$ cat src/rtl/ethernet_receive_slot_arbiter.sv
// Ethernet receive slot arbiter.
// Picks one buffered receive slot at a time in round-robin order and streams
// its head packet to the packet pusher through a 1-deep output register.
// Bad-FCS packets are drained without being forwarded.
// Optional watchdog: define ETHERNET_RECEIVE_SLOT_ARBITER_WATCHDOG_EN to
// abort a transfer whose slot stops presenting data for WATCHDOG_CYCLES cycles.
module ethernet_receive_slot_arbiter #(
  parameter int RECEIVE_QUE_SLOTS = 4,
  parameter int WATCHDOG_CYCLES   = 1024
) (
  input  logic                                 clock,
  input  logic                                 reset,
  input  logic [RECEIVE_QUE_SLOTS-1:0]         slot_request,
  input  logic [RECEIVE_QUE_SLOTS-1:0]         slot_request_bad,
  input  logic [RECEIVE_QUE_SLOTS*8-1:0]       slot_packet_data,
  input  logic [RECEIVE_QUE_SLOTS-1:0]         slot_packet_data_valid,
  input  logic [RECEIVE_QUE_SLOTS-1:0]         slot_packet_last,
  output logic [RECEIVE_QUE_SLOTS-1:0]         slot_read_enable,
  output logic [8:0]                           pushed_data,
  output logic                                 pushed_data_valid,
  input  logic                                 pushed_data_ready,
  output logic [$clog2(RECEIVE_QUE_SLOTS)-1:0] grant_index,
  output logic                                 busy,
  output logic [15:0]                          packets_forwarded,
  output logic [15:0]                          packets_dropped,
  output logic                                 watchdog_abort
);

  localparam int GW = $clog2(RECEIVE_QUE_SLOTS);

  localparam logic [2:0] IDLE     = 3'd0;
  localparam logic [2:0] TRANSFER = 3'd1;
  localparam logic [2:0] DRAIN    = 3'd2;
  localparam logic [2:0] ABORT    = 3'd3;
  localparam logic [2:0] GAP      = 3'd4;

  if (RECEIVE_QUE_SLOTS < 2 || RECEIVE_QUE_SLOTS > 16 || WATCHDOG_CYCLES < 1) begin : g_param_check
    $error("ethernet_receive_slot_arbiter: parameter out of range");
  end

  logic [2:0]    state;
  logic [GW-1:0] last_grant;
  logic [GW-1:0] rr_winner;
  logic          rr_found;
  logic [7:0]    sel_byte;
  logic          sel_valid;
  logic          sel_last;
  logic          sel_read;
  logic          accept;
  logic          stall;
  logic          wd_fire;
  logic          from_transfer;
  logic          abort_sent;

  // Round-robin search starting one past the last granted slot
  always_comb begin
    int unsigned idx;
    idx       = 0;
    rr_found  = 1'b0;
    rr_winner = '0;
    for (int unsigned off = 1; off <= RECEIVE_QUE_SLOTS; off++) begin
      idx = (int'(last_grant) + off) % RECEIVE_QUE_SLOTS;
      if (!rr_found && slot_request[idx]) begin
        rr_found  = 1'b1;
        rr_winner = GW'(idx);
      end
    end
  end

  // Head-of-slot mux for the granted slot
  always_comb begin
    sel_byte  = '0;
    sel_valid = 1'b0;
    sel_last  = 1'b0;
    for (int unsigned i = 0; i < RECEIVE_QUE_SLOTS; i++) begin
      if (grant_index == GW'(i)) begin
        sel_byte  = slot_packet_data[i*8 +: 8];
        sel_valid = slot_packet_data_valid[i];
        sel_last  = slot_packet_last[i];
      end
    end
  end

  // Read strobe for the granted slot; reset blocks consumption immediately
  always_comb begin
    sel_read = 1'b0;
    if (!reset) begin
      if (state == TRANSFER) sel_read = !pushed_data_valid || pushed_data_ready;
      else if (state == DRAIN) sel_read = 1'b1;
    end
    slot_read_enable = '0;
    for (int unsigned i = 0; i < RECEIVE_QUE_SLOTS; i++) begin
      if (grant_index == GW'(i)) slot_read_enable[i] = sel_read;
    end
  end

  assign accept = sel_read && sel_valid;
  assign stall  = sel_read && !sel_valid;
  assign busy   = (state != IDLE);

`ifdef ETHERNET_RECEIVE_SLOT_ARBITER_WATCHDOG_EN
  localparam int WW = $clog2(WATCHDOG_CYCLES + 1);
  logic [WW-1:0] wd_count;

  assign wd_fire = stall && (wd_count == WW'(WATCHDOG_CYCLES - 1));

  // Count consecutive starved read cycles while owning a slot
  always_ff @(posedge clock) begin
    if (reset || !stall || (state != TRANSFER && state != DRAIN)) wd_count <= '0;
    else wd_count <= wd_count + 1'b1;
  end

  // One-cycle abort pulse
  always_ff @(posedge clock) begin
    if (reset) watchdog_abort <= 1'b0;
    else watchdog_abort <= wd_fire;
  end
`else
  assign wd_fire        = 1'b0;
  assign watchdog_abort = 1'b0;
`endif

  // Arbitration FSM, output register and event counters
  always_ff @(posedge clock) begin
    if (reset) begin
      state             <= IDLE;
      grant_index       <= '0;
      last_grant        <= GW'(RECEIVE_QUE_SLOTS - 1);
      pushed_data       <= 9'h000;
      pushed_data_valid <= 1'b0;
      packets_forwarded <= '0;
      packets_dropped   <= '0;
      from_transfer     <= 1'b0;
      abort_sent        <= 1'b0;
    end else begin
      if (pushed_data_valid && pushed_data_ready) pushed_data_valid <= 1'b0;
      case (state)
        IDLE: begin
          if (rr_found) begin
            grant_index <= rr_winner;
            state       <= slot_request_bad[rr_winner] ? DRAIN : TRANSFER;
          end
        end
        TRANSFER: begin
          if (accept) begin
            pushed_data       <= {sel_last, sel_byte};
            pushed_data_valid <= 1'b1;
            if (sel_last) begin
              state <= GAP;
              if (packets_forwarded != '1) packets_forwarded <= packets_forwarded + 16'd1;
            end
          end else if (wd_fire) begin
            state         <= ABORT;
            from_transfer <= 1'b1;
            abort_sent    <= 1'b0;
            if (packets_dropped != '1) packets_dropped <= packets_dropped + 16'd1;
          end
        end
        DRAIN: begin
          if (accept && sel_last) begin
            state <= GAP;
            if (packets_dropped != '1) packets_dropped <= packets_dropped + 16'd1;
          end else if (wd_fire) begin
            state         <= ABORT;
            from_transfer <= 1'b0;
            abort_sent    <= 1'b0;
            if (packets_dropped != '1) packets_dropped <= packets_dropped + 16'd1;
          end
        end
        ABORT: begin
          // The abort marker waits until any byte still in the output
          // register has been taken, then holds until it is taken itself.
          if (!from_transfer) begin
            state <= GAP;
          end else if (!abort_sent) begin
            if (!pushed_data_valid || pushed_data_ready) begin
              pushed_data       <= 9'h100;
              pushed_data_valid <= 1'b1;
              abort_sent        <= 1'b1;
            end
          end else if (pushed_data_ready) begin
            state <= GAP;
          end
        end
        GAP: begin
          last_grant <= grant_index;
          state      <= IDLE;
        end
        default: state <= IDLE;
      endcase
    end
  end

endmodule

$ cat config.mk
export PLATFORM = sky130hd
export DESIGN_NAME = ethernet_receive_slot_arbiter
export DESIGN_NICKNAME = d
export VERILOG_FILES = /design/src/rtl/ethernet_receive_slot_arbiter.sv
export SDC_FILE = /design/constraint.sdc
export NUM_CORES = 1
export LEC_CHECK = 0
export BUFFER_PORTS_ARGS = -buffer_cell sky130_fd_sc_hd__clkbuf_2
export CAP_MARGIN = 5
export CORE_ASPECT_RATIO = 1.5
export CORE_MARGIN = 1
export CORE_UTILIZATION = 45
export CTS_CLUSTER_SIZE = 20
export DETAILED_ROUTE_END_ITERATION = 8
export HOLD_SLACK_MARGIN = 0.08
export PLACE_DENSITY = 0.74
export RECOVER_POWER = 25
export SLEW_MARGIN = 20
export SYNTH_ARGS = -nofsm -noshare
export SYNTH_HDL_FRONTEND = slang
export SYNTH_SLANG_ARGS = --single-unit
$ cat constraint.sdc
create_clock -name clock -period 2.31 [get_ports clock]
set_input_delay 0.1155 -clock clock [delete_from_list [all_inputs] [get_ports clock]]
set_output_delay 0.1155 -clock clock [all_outputs]
set_load 0.05 [all_outputs]
==> flow_summary.html, run 1 <==
<table>
<tr><th>Metric</th><th>Value</th></tr>
<tr><th colspan="2">Logic synthesis</th></tr>
<tr><td>Most common flop cell mapped by yosys</td><td>dfxtp_1</td></tr>
<tr><td>Mean cell area of the mapped netlist</td><td>8.98 um^2</td></tr>
<tr><td>Most common cell in the synthesized netlist</td><td>dfxtp_1</td></tr>
<tr><td>Number of instances in the synthesized netlist</td><td>305</td></tr>
<tr><td>Biggest area contributors in the synthesized netlist</td><td>dfxtp_1, xnor2_1, nor2_1, mux4_2, mux2i_1</td></tr>
<tr><td>Number of enable flip-flop cells after synthesis</td><td>0</td></tr>
<tr><td>Sequential element share of the synthesized area</td><td>35.8%</td></tr>
<tr><td>Post-Syn Nets</td><td>358</td></tr>
<tr><td>Mapped Area</td><td>0.00274 mm^2</td></tr>
<tr><td>Commonest cells in the netlist</td><td>dfxtp_1, nor2_1, xnor2_1</td></tr>
<tr><td>Largest area contributor in the netlist</td><td>dfxtp_1</td></tr>
<tr><td>FFs w/ async S/R, synth</td><td>0%</td></tr>
<tr><td>Unique cell type count in the Yosys netlist</td><td>49</td></tr>
<tr><td>Flop and latch count out of synthesis</td><td>49</td></tr>
<tr><td>Synthesis warning total</td><td>0</td></tr>
<tr><td>Area fraction of the dominant cell type after synthesis</td><td>35.8%</td></tr>
<tr><th colspan="2">GRT</th></tr>
<tr><td>Remaining Overflow, GRT</td><td>0</td></tr>
<tr><td>Pin count of the biggest net entering global routing</td><td>50</td></tr>
<tr><td>Number of antenna violations at the first check in global routing</td><td>0</td></tr>
<tr><td>Wire length of the first global-routing pass</td><td>10.7 mm</td></tr>
<tr><td>Overall track demand over capacity in global routing</td><td>21.1%</td></tr>
<tr><td>Via count of the first global-routing pass</td><td>2,356</td></tr>
<tr><th colspan="2">Routing</th></tr>
<tr><td>WL/cell</td><td>14.0 um</td></tr>
<tr><td>Number of design-rule violations left by the first detailed-router iteration</td><td>134</td></tr>
<tr><td>Top Metal Used</td><td>met4</td></tr>
<tr><td>Post-route ant nets</td><td>0</td></tr>
<tr><td>DRC violation count after routing</td><td>0</td></tr>
<tr><td>Via count</td><td>2,625</td></tr>
<tr><td>Routed met1 length</td><td>2.81 mm</td></tr>
<tr><td>Met2 routed wirelength</td><td>3.50 mm</td></tr>
<tr><td>Final Routed Wirelength</td><td>6.67 mm</td></tr>
<tr><td>Vias per inst</td><td>5.50</td></tr>
<tr><td>Number of detailed-routing iterations run before antenna repair</td><td>4</td></tr>
<tr><td>Met3 wirelength from detailed routing</td><td>301 um</td></tr>
<tr><th colspan="2">Cells and area</th></tr>
<tr><td>Antenna Diode Count</td><td>0</td></tr>
<tr><td>Total area of sequential cells</td><td>983 um^2</td></tr>
<tr><td># fillers</td><td>546</td></tr>
<tr><td>Finished Layout Cells</td><td>477</td></tr>
<tr><td>Footprint of the multi-input gates</td><td>0.00167 mm^2</td></tr>
<tr><td>Fraction of final layout cells sized beyond drive strength 1</td><td>27.4%</td></tr>
<tr><td>Area added between synthesis and finish</td><td>24.7%</td></tr>
<tr><td>Number of nets at the end of the flow</td><td>457</td></tr>
<tr><td>Final design instance area without fill</td><td>0.00341 mm^2</td></tr>
<tr><th colspan="2">Placement</th></tr>
<tr><td>Final weighted congestion of routability-driven global placement</td><td>0.816</td></tr>
<tr><td>Count of placed standard cells including taps</td><td>469</td></tr>
<tr><td>Count of port buffers added during placement</td><td>99</td></tr>
<tr><td>Half-perimeter wire length of the detailed placement result</td><td>5.04 mm</td></tr>
<tr><td>Instance area at placement</td><td>0.00332 mm^2</td></tr>
<tr><th colspan="2">Worst hold path</th></tr>
<tr><td>Worst hold path class</td><td>in2reg</td></tr>
<tr><td>Startpoint of the lowest-slack hold path</td><td>slot_request_bad[3]</td></tr>
<tr><td>Hold Crit Depth</td><td>3</td></tr>
<tr><td>Hold EP</td><td>state[1]$_SDFFE_PP0P_</td></tr>
<tr><th colspan="2">Clock tree</th></tr>
<tr><td># Post-CTS Setup Buffers</td><td>0</td></tr>
<tr><td>CTS buffer count</td><td>5</td></tr>
<tr><td>Clock H-tree levels</td><td>2</td></tr>
<tr><td>Number of clock sinks seen by CTS</td><td>49</td></tr>
<tr><td>Clock edge transition at the registers on the reported setup and hold paths</td><td>0.09 ns</td></tr>
<tr><td>Master cell of the clock root buffer</td><td>clkbuf_8</td></tr>
<tr><td>Worst-Skew Late Latency</td><td>0.30 ns</td></tr>
<tr><td>Post-cts resize count</td><td>0</td></tr>
<tr><td>CTS Hold Bufs</td><td>0</td></tr>
<tr><td>Clock tree from TritonCTS</td><td>yes</td></tr>
<tr><td>Clock Tree Buf Depth</td><td>2</td></tr>
<tr><th colspan="2">Worst setup path</th></tr>
<tr><td>Endpoint required time on the critical path</td><td>2.49 ns</td></tr>
<tr><td>FF-to-FF setup slack</td><td>0.21 ns</td></tr>
<tr><td>Worst Path Max Fanout</td><td>11</td></tr>
<tr><td>Critical path endpoint category</td><td>flop</td></tr>
<tr><td>CP arrival</td><td>2.28 ns</td></tr>
<tr><td>Launch instance of the worst register-to-register path</td><td>state[2]$_SDFFE_PP0P_</td></tr>
<tr><td>Destination of the worst register-to-register timing path</td><td>packets_forwarded[9]$_SDFFE_PP0P_</td></tr>
<tr><td>Type of origin of the critical path</td><td>flop</td></tr>
<tr><td>Worst Setup Path Type</td><td>reg2reg</td></tr>
<tr><td>Worst reg2reg path depth</td><td>5</td></tr>
<tr><th colspan="2">STA</th></tr>
<tr><td>Sum of negative setup slack</td><td>0 ns</td></tr>
<tr><td>Achievable frequency</td><td>476 MHz</td></tr>
<tr><td>Final Setup Violations</td><td>0</td></tr>
<tr><td>Worst rel slew slack</td><td>46.2%</td></tr>
<tr><td>Ratio of final minimum period to clock period</td><td>90.9%</td></tr>
<tr><td>Hold_ws</td><td>0.190 ns</td></tr>
<tr><td>Slew of the pin with the lowest slew margin</td><td>0.807 ns</td></tr>
<tr><td>Max Slew Vio Count</td><td>0</td></tr>
<tr><td>RSZ-0062 raised after global routing</td><td>no</td></tr>
<tr><td>Clock period minus worst slack</td><td>2.10 ns</td></tr>
<tr><td>Count of final hold-check violations</td><td>0</td></tr>
<tr><td>Setup Skew</td><td>0.0107 ns</td></tr>
<tr><th colspan="2">Power and ir drop</th></tr>
<tr><td>Net load switching power</td><td>0.000886 W</td></tr>
<tr><td>Peak ir drop on the vdd network</td><td>0.000588 V</td></tr>
<tr><td>Combinational cell fraction of total power</td><td>34.7%</td></tr>
<tr><td>Power share of the sequential group</td><td>39.5%</td></tr>
<tr><td>Clock network power share</td><td>25.8%</td></tr>
<tr><td>Switching Fraction</td><td>35.9%</td></tr>
<tr><td>Internal power component</td><td>0.00158 W</td></tr>
<tr><td>Total power draw</td><td>0.00247 W</td></tr>
<tr><td>Power density cells</td><td>722 mW/mm^2</td></tr>
<tr><td>Leakage power summed over all cells</td><td>1.35 nW</td></tr>
<tr><th colspan="2">Floorplan</th></tr>
<tr><td>Initial cell density of the core</td><td>47.0%</td></tr>
<tr><td>Rows</td><td>34</td></tr>
<tr><td>Die width</td><td>65.7 um</td></tr>
<tr><td>Height of the chip</td><td>97.5 um</td></tr>
<tr><td>Boundary pin count</td><td>101</td></tr>
<tr><td>Core Region</td><td>0.00583 mm^2</td></tr>
<tr><td>Floorplan die area</td><td>0.00641 mm^2</td></tr>
<tr><th colspan="2">Outcome</th></tr>
<tr><td>Run status</td><td>finished clean</td></tr>
<tr><th colspan="2">Flow run</th></tr>
<tr><td>Count of maximum capacitance violations</td><td>0</td></tr>
</table>
## critical path, cell delays in order, from the launching register on
cell and delay, ns:
dfxtp_1 0.40, nor4b_4 0.41, nand4_4 0.19, a21o_1 0.32, nor4_1 0.29, mux2_2 0.38
## cell type report
cell class	count	share of cell area, %
sequential	49	28.8
clock buffer	6	2.42
clock inverter	2	1.10
inverter	6	0.660
timing repair buffer	107	15.4
multi-input combinational	235	49.0
tap	72	2.64
## through the flow
step                      util [%]  setup slack, ns
after floorplan                  -           0.0255
after global routing          58.6           0.0557
final                         58.6            0.211
after detailed placement      57.0            0.232
after CTS                     59.1            0.215
after global placement        57.0            0.289
## power by group through the flow
stage | clock network (W) | logic, W | registers, W
CTS | 0.000650 | 0.000873 | 0.000973
global placement | 0 | 0.000862 | 0.000986
global route | 0.000691 | 0.000931 | 0.000983
detailed placement | 0 | 0.000871 | 0.000993
floorplan | 0 | 0.000589 | 0.00108
finish | 0.000636 | 0.000856 | 0.000974
## registers in the layout, summed over array words and instances, names as in the netlist
| signal | flops |
|---|---|
| packets_forwarded | 16 |
| state | 3 |
| pushed_data | 9 |
| grant_index | 2 |
| last_grant | 2 |
| packets_dropped | 16 |
| pushed_data_valid | 1 |
## kinds of logic (layout without fill, tap and decap cells)
| group | count (synthesis) | in the layout | share of synthesized area [%] |
|---|---|---|---|
| other | 1 | 1 | 0.137 |
| buffers and inverters | 21 | 121 | 3.66 |
| adder cells (fa/ha/maj) | 2 | 2 | 0.914 |
| flip-flops | 49 | 49 | 35.8 |
| multiplexers | 24 | 24 | 14.0 |
| XOR/XNOR | 22 | 22 | 7.04 |
| AO/OA/AOI/OAI | 39 | 39 | 9.05 |
| AND/OR/NAND/NOR | 147 | 147 | 29.4 |
## worst max path at each step
stage / startpoint / to / cells past startpoint
4_1_cts: state[2]$_SDFFE_PP0P_ / packets_forwarded[9]$_SDFFE_PP0P_ / 5
6_report: state[2]$_SDFFE_PP0P_ / packets_forwarded[9]$_SDFFE_PP0P_ / 5
3_5_place_dp: state[2]$_SDFFE_PP0P_ / packets_forwarded[9]$_SDFFE_PP0P_ / 5
2_1_floorplan: pushed_data_valid$_SDFF_PP0_ / slot_read_enable[0] / 4
5_1_grt: grant_index[0]$_SDFFE_PP0P_ / slot_read_enable[1] / 3
3_3_place_gp: state[2]$_SDFFE_PP0P_ / packets_forwarded[9]$_SDFFE_PP0P_ / 5
## cell usage in the layout, fill, tap and decap left out, types with 2 or more instances in the layout
cell type and n:
clkbuf_2 77, dfxtp_1 47, nor2_1 44, clkbuf_1 23, xnor2_1 21, nand3_1 19
nand2_1 17, nor4_1 13, mux2i_1 12, a21oi_1 11, nor3_1 9, o21ai_0 8
nand4_1 7, buf_4 7, inv_1 6, mux4_2 6, clkbuf_8 6, nor2b_1 5
nor3b_1 4, or4_1 4, mux4_1 4, a211oi_1 4, o31ai_1 4, nand2b_1 3
and4_1 3, or2_2 3, and3_1 2, nor3b_2 2, a21o_1 2, and2_1 2
mux2_2 2, a31oi_1 2, o21bai_1 2, a2111oi_0 2, ha_1 2, dfxtp_2 2
## metal layers
metal,global-route usage (%),up-vias
li1,-,1310
met1,25.2,1237
met2,37.3,76
met3,3.76,2
met4,6.02,0
met5,0,-
(Power assumes the default switching activity.)
==> inputs of run 2 (changes only) <==
- BUFFER_PORTS_ARGS: -buffer_cell sky130_fd_sc_hd__clkbuf_2 -> -buffer_cell sky130_fd_sc_hd__buf_2
==> flow_summary.html, run 2 (synthesized netlist as in run 1, its figures left out) <==
<table>
<tr><th>Metric</th><th>Value</th></tr>
<tr><th colspan="2">GRT</th></tr>
<tr><td>GRT met3 Usage</td><td>3.29%</td></tr>
<tr><td>Met2 GRT Util</td><td>35.9%</td></tr>
<tr><td>Number of antenna violations at the first check in global routing</td><td>0</td></tr>
<tr><td>Pin count of the biggest net entering global routing</td><td>50</td></tr>
<tr><td>Via count of the first global-routing pass</td><td>2,434</td></tr>
<tr><td>Overall track demand over capacity in global routing</td><td>20.8%</td></tr>
<tr><td>Remaining Overflow, GRT</td><td>0</td></tr>
<tr><td>Met1 Track Usage GR</td><td>25.1%</td></tr>
<tr><td>Wire length of the first global-routing pass</td><td>10.7 mm</td></tr>
<tr><td>Most congested layer reported by global routing</td><td>met2</td></tr>
<tr><th colspan="2">Floorplan</th></tr>
<tr><td>Boundary pin count</td><td>101</td></tr>
<tr><td>Initial cell density of the core</td><td>47.0%</td></tr>
<tr><td>Die width</td><td>65.7 um</td></tr>
<tr><td>Floorplan die area</td><td>0.00641 mm^2</td></tr>
<tr><td>Height of the chip</td><td>97.5 um</td></tr>
<tr><td>Rows</td><td>34</td></tr>
<tr><td>Core Region</td><td>0.00583 mm^2</td></tr>
<tr><th colspan="2">Cells and area</th></tr>
<tr><td>Regs by FF count</td><td>packets_dropped: 16 flops, packets_forwarded: 16 flops, pushed_data: 9 flops</td></tr>
<tr><td>Leading cell type in the layout, fill and taps excluded</td><td>buf_2</td></tr>
<tr><td>Total area of sequential cells</td><td>983 um^2</td></tr>
<tr><td>Number of nets at the end of the flow</td><td>456</td></tr>
<tr><td># fillers</td><td>541</td></tr>
<tr><td>Fraction of final layout cells sized beyond drive strength 1</td><td>27.0%</td></tr>
<tr><td>Antenna Diode Count</td><td>0</td></tr>
<tr><td>Footprint of the multi-input gates</td><td>0.00167 mm^2</td></tr>
<tr><td>Commonest cells after routing, fill and taps aside</td><td>buf_2, dfxtp_1, nor2_1</td></tr>
<tr><td>Area added between synthesis and finish</td><td>24.3%</td></tr>
<tr><th colspan="2">Worst setup path</th></tr>
<tr><td>Type of origin of the critical path</td><td>flop</td></tr>
<tr><td>FF-to-FF setup slack</td><td>0.20 ns</td></tr>
<tr><td>Worst reg2reg path depth</td><td>5</td></tr>
<tr><td>Endpoint required time on the critical path</td><td>2.50 ns</td></tr>
<tr><td>Destination of the worst register-to-register timing path</td><td>packets_forwarded[9]$_SDFFE_PP0P_</td></tr>
<tr><td>Worst Path Max Fanout</td><td>11</td></tr>
<tr><td>Worst Setup Path Type</td><td>reg2reg</td></tr>
<tr><td>Launch instance of the worst register-to-register path</td><td>state[2]$_SDFFE_PP0P_</td></tr>
<tr><td>Critical path endpoint category</td><td>flop</td></tr>
<tr><td>CP arrival</td><td>2.29 ns</td></tr>
<tr><th colspan="2">Worst hold path</th></tr>
<tr><td>Hold Crit Depth</td><td>3</td></tr>
<tr><td>Worst hold path class</td><td>in2reg</td></tr>
<tr><td>Startpoint of the lowest-slack hold path</td><td>slot_request_bad[3]</td></tr>
<tr><td>Hold EP</td><td>state[1]$_SDFFE_PP0P_</td></tr>
<tr><th colspan="2">Routing</th></tr>
<tr><td>Final Routed Wirelength</td><td>6.52 mm</td></tr>
<tr><td>Number of detailed-routing iterations run before antenna repair</td><td>4</td></tr>
<tr><td>Via count</td><td>2,651</td></tr>
<tr><td>Number of design-rule violations left by the first detailed-router iteration</td><td>115</td></tr>
<tr><td>DRC violation count after routing</td><td>0</td></tr>
<tr><td>Post-route ant nets</td><td>0</td></tr>
<tr><td>WL/cell</td><td>13.7 um</td></tr>
<tr><td>Vias per inst</td><td>5.57</td></tr>
<tr><th colspan="2">STA</th></tr>
<tr><td>Final Setup Violations</td><td>0</td></tr>
<tr><td>Clock period minus worst slack</td><td>2.11 ns</td></tr>
<tr><td>Achievable frequency</td><td>475 MHz</td></tr>
<tr><td>Worst rel slew slack</td><td>47.2%</td></tr>
<tr><td>Slew of the pin with the lowest slew margin</td><td>0.793 ns</td></tr>
<tr><td>Count of final hold-check violations</td><td>0</td></tr>
<tr><td>Setup Skew</td><td>0.00654 ns</td></tr>
<tr><td>Max Slew Vio Count</td><td>0</td></tr>
<tr><td>Sum of negative setup slack</td><td>0 ns</td></tr>
<tr><td>RSZ-0062 raised after global routing</td><td>no</td></tr>
<tr><td>Ratio of final minimum period to clock period</td><td>91.2%</td></tr>
<tr><th colspan="2">Power and ir drop</th></tr>
<tr><td>Leakage power summed over all cells</td><td>1.36 nW</td></tr>
<tr><td>Total power draw</td><td>0.00245 W</td></tr>
<tr><td>Power density cells</td><td>721 mW/mm^2</td></tr>
<tr><td>Peak ir drop on the vdd network</td><td>0.000673 V</td></tr>
<tr><th colspan="2">Clock tree</th></tr>
<tr><td>Post-cts resize count</td><td>0</td></tr>
<tr><td>Clock edge transition at the registers on the reported setup and hold paths</td><td>0.08 ns</td></tr>
<tr><td># Post-CTS Setup Buffers</td><td>0</td></tr>
<tr><td>Clock H-tree levels</td><td>2</td></tr>
<tr><td>CTS Hold Bufs</td><td>0</td></tr>
<tr><td>Worst-Skew Late Latency</td><td>0.30 ns</td></tr>
<tr><td>Number of clock sinks seen by CTS</td><td>49</td></tr>
<tr><td>Master cell of the clock root buffer</td><td>clkbuf_8</td></tr>
<tr><td>Clock Tree Buf Depth</td><td>2</td></tr>
<tr><td>Clock tree from TritonCTS</td><td>yes</td></tr>
<tr><td>CTS buffer count</td><td>5</td></tr>
<tr><th colspan="2">Placement</th></tr>
<tr><td>Count of port buffers added during placement</td><td>99</td></tr>
<tr><td>Half-perimeter wire length of the detailed placement result</td><td>4.92 mm</td></tr>
<tr><td>Final weighted congestion of routability-driven global placement</td><td>0.806</td></tr>
<tr><th colspan="2">Flow run</th></tr>
<tr><td>Count of maximum capacitance violations</td><td>0</td></tr>
<tr><th colspan="2">Outcome</th></tr>
<tr><td>Run status</td><td>finished clean</td></tr>
</table>
## run 2: cell count changes in the layout (fill, tap and decap cells not counted), sizes merged
cell	delta
clkbuf	-76
buf	+76
clkinvlp	-1
## run 2: area by class of cell
| class | count | share of cell area (%) |
|---|---|---|
| inverters | 6 | 0.662 |
| multi-input cells | 235 | 49.2 |
| repair buffers | 106 | 15.2 |
| flip-flops and latches | 49 | 28.9 |
| well taps | 72 | 2.65 |
| clock buffers | 7 | 2.54 |
| clock inverters | 1 | 0.883 |
## run 2: report_power, final
part	total, W	switching [W]	internal [W]
registers	0.000972	0.0000715	0.000900
logic	0.000859	0.000531	0.000328
clock network	0.000622	0.000269	0.000353
## run 2: routing by layer
metal,vias up,wire length [um]
li1,1310,-
met1,1241,2680
met4,0,117
met3,10,392
met2,90,3330
met5,-,0
## run 2: critical path: stages (launching register included)
cell	delay [ns]
dfxtp_1	0.40
nor4b_4	0.41
nand4_4	0.20
a21o_1	0.31
nor4_1	0.30
mux2_2	0.37
## run 2: stage by stage
step	setup WS, ns	area (um^2)	utilization (%)	hold WS [ns]	instances
after global routing	0.0508	3400	58.4	0.212	476
final	0.204	3400	58.4	0.163	476
after floorplan	0.0255	2760	-	0.301	305
after global placement	0.284	3320	56.9	0.446	468
after detailed placement	0.208	3320	56.9	0.452	468
after CTS	0.209	3430	58.9	0.156	476
## run 2: how the worst max path moves through the flow
stage	start	endpoint	slack [ns]	cells after the start
final	state[2]$_SDFFE_PP0P_	packets_forwarded[9]$_SDFFE_PP0P_	0.20	5
after CTS	state[2]$_SDFFE_PP0P_	packets_forwarded[9]$_SDFFE_PP0P_	0.21	5
after detailed placement	state[2]$_SDFFE_PP0P_	packets_forwarded[9]$_SDFFE_PP0P_	0.21	5
after global placement	state[2]$_SDFFE_PP0P_	packets_forwarded[9]$_SDFFE_PP0P_	0.28	5
after floorplan	pushed_data_valid$_SDFF_PP0_	slot_read_enable[0]	0.03	4
after global routing	state[2]$_SDFFE_PP0P_	packets_forwarded[9]$_SDFFE_PP0P_	0.05	5
==> inputs of run 3 (changes only) <==
- ABC_AREA: default -> 1
- PLACE_DENSITY: 0.74 -> 0.72
==> flow_summary.html, run 3 <==
<table>
<tr><th>Metric</th><th>Value</th></tr>
<tr><th colspan="2">Outcome</th></tr>
<tr><td>Run status</td><td>finished clean</td></tr>
<tr><th colspan="2">Logic synthesis</th></tr>
<tr><td>Largest area contributor in the netlist</td><td>dfxtp_1</td></tr>
<tr><td>FFs w/ async S/R, synth</td><td>0%</td></tr>
<tr><td>Number of instances in the synthesized netlist</td><td>474</td></tr>
<tr><td>Flop and latch count out of synthesis</td><td>49</td></tr>
<tr><td>Mean cell area of the mapped netlist</td><td>6.45 um^2</td></tr>
<tr><td>Area fraction of the dominant cell type after synthesis</td><td>32.1%</td></tr>
<tr><td>Biggest area contributors in the synthesized netlist</td><td>dfxtp_1, nand2_1, a21oi_1, nand3_1, inv_1</td></tr>
<tr><td>Commonest cells in the netlist</td><td>nand2_1, dfxtp_1, inv_1</td></tr>
<tr><td>Sequential element share of the synthesized area</td><td>32.1%</td></tr>
<tr><td>Most common flop cell mapped by yosys</td><td>dfxtp_1</td></tr>
<tr><td>Most common cell in the synthesized netlist</td><td>nand2_1</td></tr>
<tr><td>Synthesis warning total</td><td>0</td></tr>
<tr><td>Number of enable flip-flop cells after synthesis</td><td>0</td></tr>
<tr><td>Mapped Area</td><td>0.00306 mm^2</td></tr>
<tr><td>Post-Syn Nets</td><td>527</td></tr>
<tr><td>Unique cell type count in the Yosys netlist</td><td>42</td></tr>
<tr><th colspan="2">Placement</th></tr>
<tr><td>Count of port buffers added during placement</td><td>99</td></tr>
<tr><td>Final weighted congestion of routability-driven global placement</td><td>0.888</td></tr>
<tr><td>Half-perimeter wire length of the detailed placement result</td><td>6.01 mm</td></tr>
<tr><td>Placement-stage worst setup slack</td><td>0.235 ns</td></tr>
<tr><th colspan="2">Cells and area</th></tr>
<tr><td>Number of nets at the end of the flow</td><td>625</td></tr>
<tr><td>Commonest cells after routing, fill and taps aside</td><td>nand2_1, buf_2, dfxtp_1</td></tr>
<tr><td>Leading cell type in the layout, fill and taps excluded</td><td>nand2_1</td></tr>
<tr><td>Final standard cell utilization of the core</td><td>56.1%</td></tr>
<tr><td>Fraction of final layout cells sized beyond drive strength 1</td><td>19.5%</td></tr>
<tr><td>Area added between synthesis and finish</td><td>19.7%</td></tr>
<tr><td>Antenna Diode Count</td><td>0</td></tr>
<tr><td>Regs by FF count</td><td>packets_dropped: 16 flops, packets_forwarded: 16 flops, pushed_data: 9 flops</td></tr>
<tr><th colspan="2">Flow run</th></tr>
<tr><td>Count of maximum capacitance violations</td><td>0</td></tr>
<tr><th colspan="2">Routing</th></tr>
<tr><td>Number of detailed-routing iterations run before antenna repair</td><td>4</td></tr>
<tr><td>Via count</td><td>3,354</td></tr>
<tr><td>Vias per inst</td><td>5.17</td></tr>
<tr><td>Post-route ant nets</td><td>0</td></tr>
<tr><td>WL/cell</td><td>12.2 um</td></tr>
<tr><td>Number of design-rule violations left by the first detailed-router iteration</td><td>198</td></tr>
<tr><td>DRC violation count after routing</td><td>0</td></tr>
<tr><td>Final Routed Wirelength</td><td>7.92 mm</td></tr>
<tr><th colspan="2">Worst setup path</th></tr>
<tr><td>End point of the critical path</td><td>packets_dropped[2]$_SDFFE_PP0P_</td></tr>
<tr><td>Worst Path Max Fanout</td><td>17</td></tr>
<tr><td>Most Frequent Cell on Critical Path</td><td>nand2_1</td></tr>
<tr><td>Destination of the worst register-to-register timing path</td><td>packets_dropped[2]$_SDFFE_PP0P_</td></tr>
<tr><td>Critical path endpoint category</td><td>flop</td></tr>
<tr><td>Launch instance of the worst register-to-register path</td><td>grant_index[1]$_SDFFE_PP0P_</td></tr>
<tr><td>CP arrival</td><td>2.24 ns</td></tr>
<tr><td>Worst reg2reg path depth</td><td>11</td></tr>
<tr><td>Maximum cell stage delay along the critical path</td><td>0.48 ns</td></tr>
<tr><td>Type of origin of the critical path</td><td>flop</td></tr>
<tr><td>Worst Setup Path Type</td><td>reg2reg</td></tr>
<tr><td>CP cell instances</td><td>nand2_1 -&gt; inv_2 -&gt; nand2_1 -&gt; nand4_1 -&gt; nand2_2 -&gt; inv_4 -&gt; nand2_8 -&gt; inv_2 -&gt; nand2_1 -&gt; o21bai_1 -&gt; a21oi_1</td></tr>
<tr><td>FF-to-FF setup slack</td><td>0.28 ns</td></tr>
<tr><td>Worst-path cell with the longest stage delay</td><td>dfxtp_1</td></tr>
<tr><td>Endpoint required time on the critical path</td><td>2.52 ns</td></tr>
<tr><td>CP startpoint</td><td>grant_index[1]$_SDFFE_PP0P_</td></tr>
<tr><th colspan="2">GRT</th></tr>
<tr><td>Pin count of the biggest net entering global routing</td><td>31</td></tr>
<tr><td>GRT met3 Usage</td><td>3.62%</td></tr>
<tr><td>Via count of the first global-routing pass</td><td>3,114</td></tr>
<tr><td>Met2 GRT Util</td><td>43.4%</td></tr>
<tr><td>Number of antenna violations at the first check in global routing</td><td>0</td></tr>
<tr><td>Overall track demand over capacity in global routing</td><td>23.1%</td></tr>
<tr><td>Most congested layer reported by global routing</td><td>met2</td></tr>
<tr><td>Wire length of the first global-routing pass</td><td>13.6 mm</td></tr>
<tr><td>Met1 Track Usage GR</td><td>25.9%</td></tr>
<tr><td>Remaining Overflow, GRT</td><td>0</td></tr>
<tr><th colspan="2">Clock tree</th></tr>
<tr><td>Worst-Skew Late Latency</td><td>0.31 ns</td></tr>
<tr><td>CTS buffer count</td><td>5</td></tr>
<tr><td># Post-CTS Setup Buffers</td><td>0</td></tr>
<tr><td>Number of clock sinks seen by CTS</td><td>49</td></tr>
<tr><td>Master cell of the clock root buffer</td><td>clkbuf_8</td></tr>
<tr><td>CTS Hold Bufs</td><td>0</td></tr>
<tr><td>Clock tree from TritonCTS</td><td>yes</td></tr>
<tr><td>Clock H-tree levels</td><td>2</td></tr>
<tr><td>Clock edge transition at the registers on the reported setup and hold paths</td><td>0.09 ns</td></tr>
<tr><td>Clock Tree Buf Depth</td><td>2</td></tr>
<tr><th colspan="2">STA</th></tr>
<tr><td>Count of final hold-check violations</td><td>0</td></tr>
<tr><td>Achievable frequency</td><td>493 MHz</td></tr>
<tr><td>Max Slew Vio Count</td><td>0</td></tr>
<tr><td>Sum of negative setup slack</td><td>0 ns</td></tr>
<tr><td>Worst rel slew slack</td><td>57.6%</td></tr>
<tr><td>Final Setup Violations</td><td>0</td></tr>
<tr><td>Ratio of final minimum period to clock period</td><td>87.8%</td></tr>
<tr><td>RSZ-0062 raised after global routing</td><td>no</td></tr>
<tr><td>Final worst setup slack</td><td>0.282 ns</td></tr>
<tr><td>Slew of the pin with the lowest slew margin</td><td>0.638 ns</td></tr>
<tr><td>Setup Skew</td><td>0.00569 ns</td></tr>
<tr><td>Clock period minus worst slack</td><td>2.03 ns</td></tr>
<tr><th colspan="2">Worst hold path</th></tr>
<tr><td>Worst hold path class</td><td>in2reg</td></tr>
<tr><td>Hold Crit Depth</td><td>3</td></tr>
<tr><th colspan="2">Power and ir drop</th></tr>
<tr><td>Peak ir drop on the vdd network</td><td>0.000627 V</td></tr>
<tr><td>Leakage power summed over all cells</td><td>1.60 nW</td></tr>
<tr><td>Power density cells</td><td>702 mW/mm^2</td></tr>
<tr><th colspan="2">Floorplan</th></tr>
<tr><td>Boundary pin count</td><td>101</td></tr>
<tr><td>Initial cell density of the core</td><td>46.8%</td></tr>
<tr><td>Floorplan die area</td><td>0.00714 mm^2</td></tr>
<tr><td>Core Region</td><td>0.00653 mm^2</td></tr>
<tr><td>Rows</td><td>36</td></tr>
<tr><td>Die width</td><td>69.3 um</td></tr>
<tr><td>Height of the chip</td><td>103 um</td></tr>
</table>
-- run 3: cell types whose count changed after synthesis, moves of 7 or more --
cell	previous run	this run
nor2_1	44	25
nand2_1	17	158
xor2_1	1	12
a21oi_1	11	41
o21ai_0	8	15
nor4_1	14	4
inv_1	6	44
mux2i_1	12	0
xnor2_1	21	3
nand3_1	19	34
nor3_1	9	18
-- run 3: power by group --
group	internal (W)	switching (W)
Clock	0.000216	0.000281
Combinational	0.000356	0.000757
Sequential	0.000893	0.0000666
-- run 3: worst max-delay path: cells and delay by family, from the launching register on --
kind                   cells  cell delay, ns
AOI/OAI and AO/OA          2            0.19
and+or+nand+nor            6            0.75
buffers and inverters      3            0.50
DFF                        1            0.48
-- run 3: cell families after synthesis --
logic type | Yosys count | synth area share (%)
flops | 49 | 32.1
xor+xnor | 15 | 4.29
simple gates | 269 | 39.8
fa+ha+maj | 2 | 0.818
buf+inv | 65 | 9.24
other cells | 1 | 0.123
compound gates | 73 | 13.6
-- run 3: cell type report --
| class | instances | area (um^2) |
|---|---|---|
| clock buffer | 8 | 80.1 |
| fill | 658 | 2870 |
| inverter | 52 | 198 |
| multi-input combinational | 360 | 1800 |
| sequential | 49 | 982 |
| tap | 76 | 95.1 |
| timing repair buffer | 104 | 503 |
-- run 3: per-stage QoR --
step           hold slack, ns  instances  total power [W]  area, um^2
5_1_grt                 0.134        649          0.00277        3660
3_5_place_dp            0.453        641          0.00209        3600
3_3_place_gp            0.450        641          0.00207        3600
6_report                0.136        649          0.00257        3660
4_1_cts                 0.130        649          0.00258        3680
2_1_floorplan           0.335        474          0.00183        3060
-- run 3: what timing repair did --
action,in CTS,in global routing
gates resized for setup,0,2
setup endpoints to repair,0,3
hold endpoints to repair,0,0
-- run 3: how the worst min path moves through the flow --
stage / from / end / slack (ns)
after floorplan: slot_packet_data[26] / pushed_data[2]$_SDFFE_PP0P_ / 0.34
after global placement: pushed_data[4]$_SDFFE_PP0P_ / pushed_data[4]$_SDFFE_PP0P_ / 0.45
after detailed placement: slot_packet_data[26] / pushed_data[2]$_SDFFE_PP0P_ / 0.45
after CTS: slot_packet_data[26] / pushed_data[2]$_SDFFE_PP0P_ / 0.13
after global routing: pushed_data_ready / pushed_data_valid$_SDFF_PP0_ / 0.13
final: slot_packet_data[26] / pushed_data[2]$_SDFFE_PP0P_ / 0.14
-- run 3: per-layer routing --
layer / vias up / routed length, um / part of all wire [%]
met5: - / 0 / 0
met4: 0 / 229 / 2.9
met3: 19 / 371 / 4.7
met2: 104 / 4040 / 51
met1: 1488 / 3280 / 41
li1: 1743 / - / -
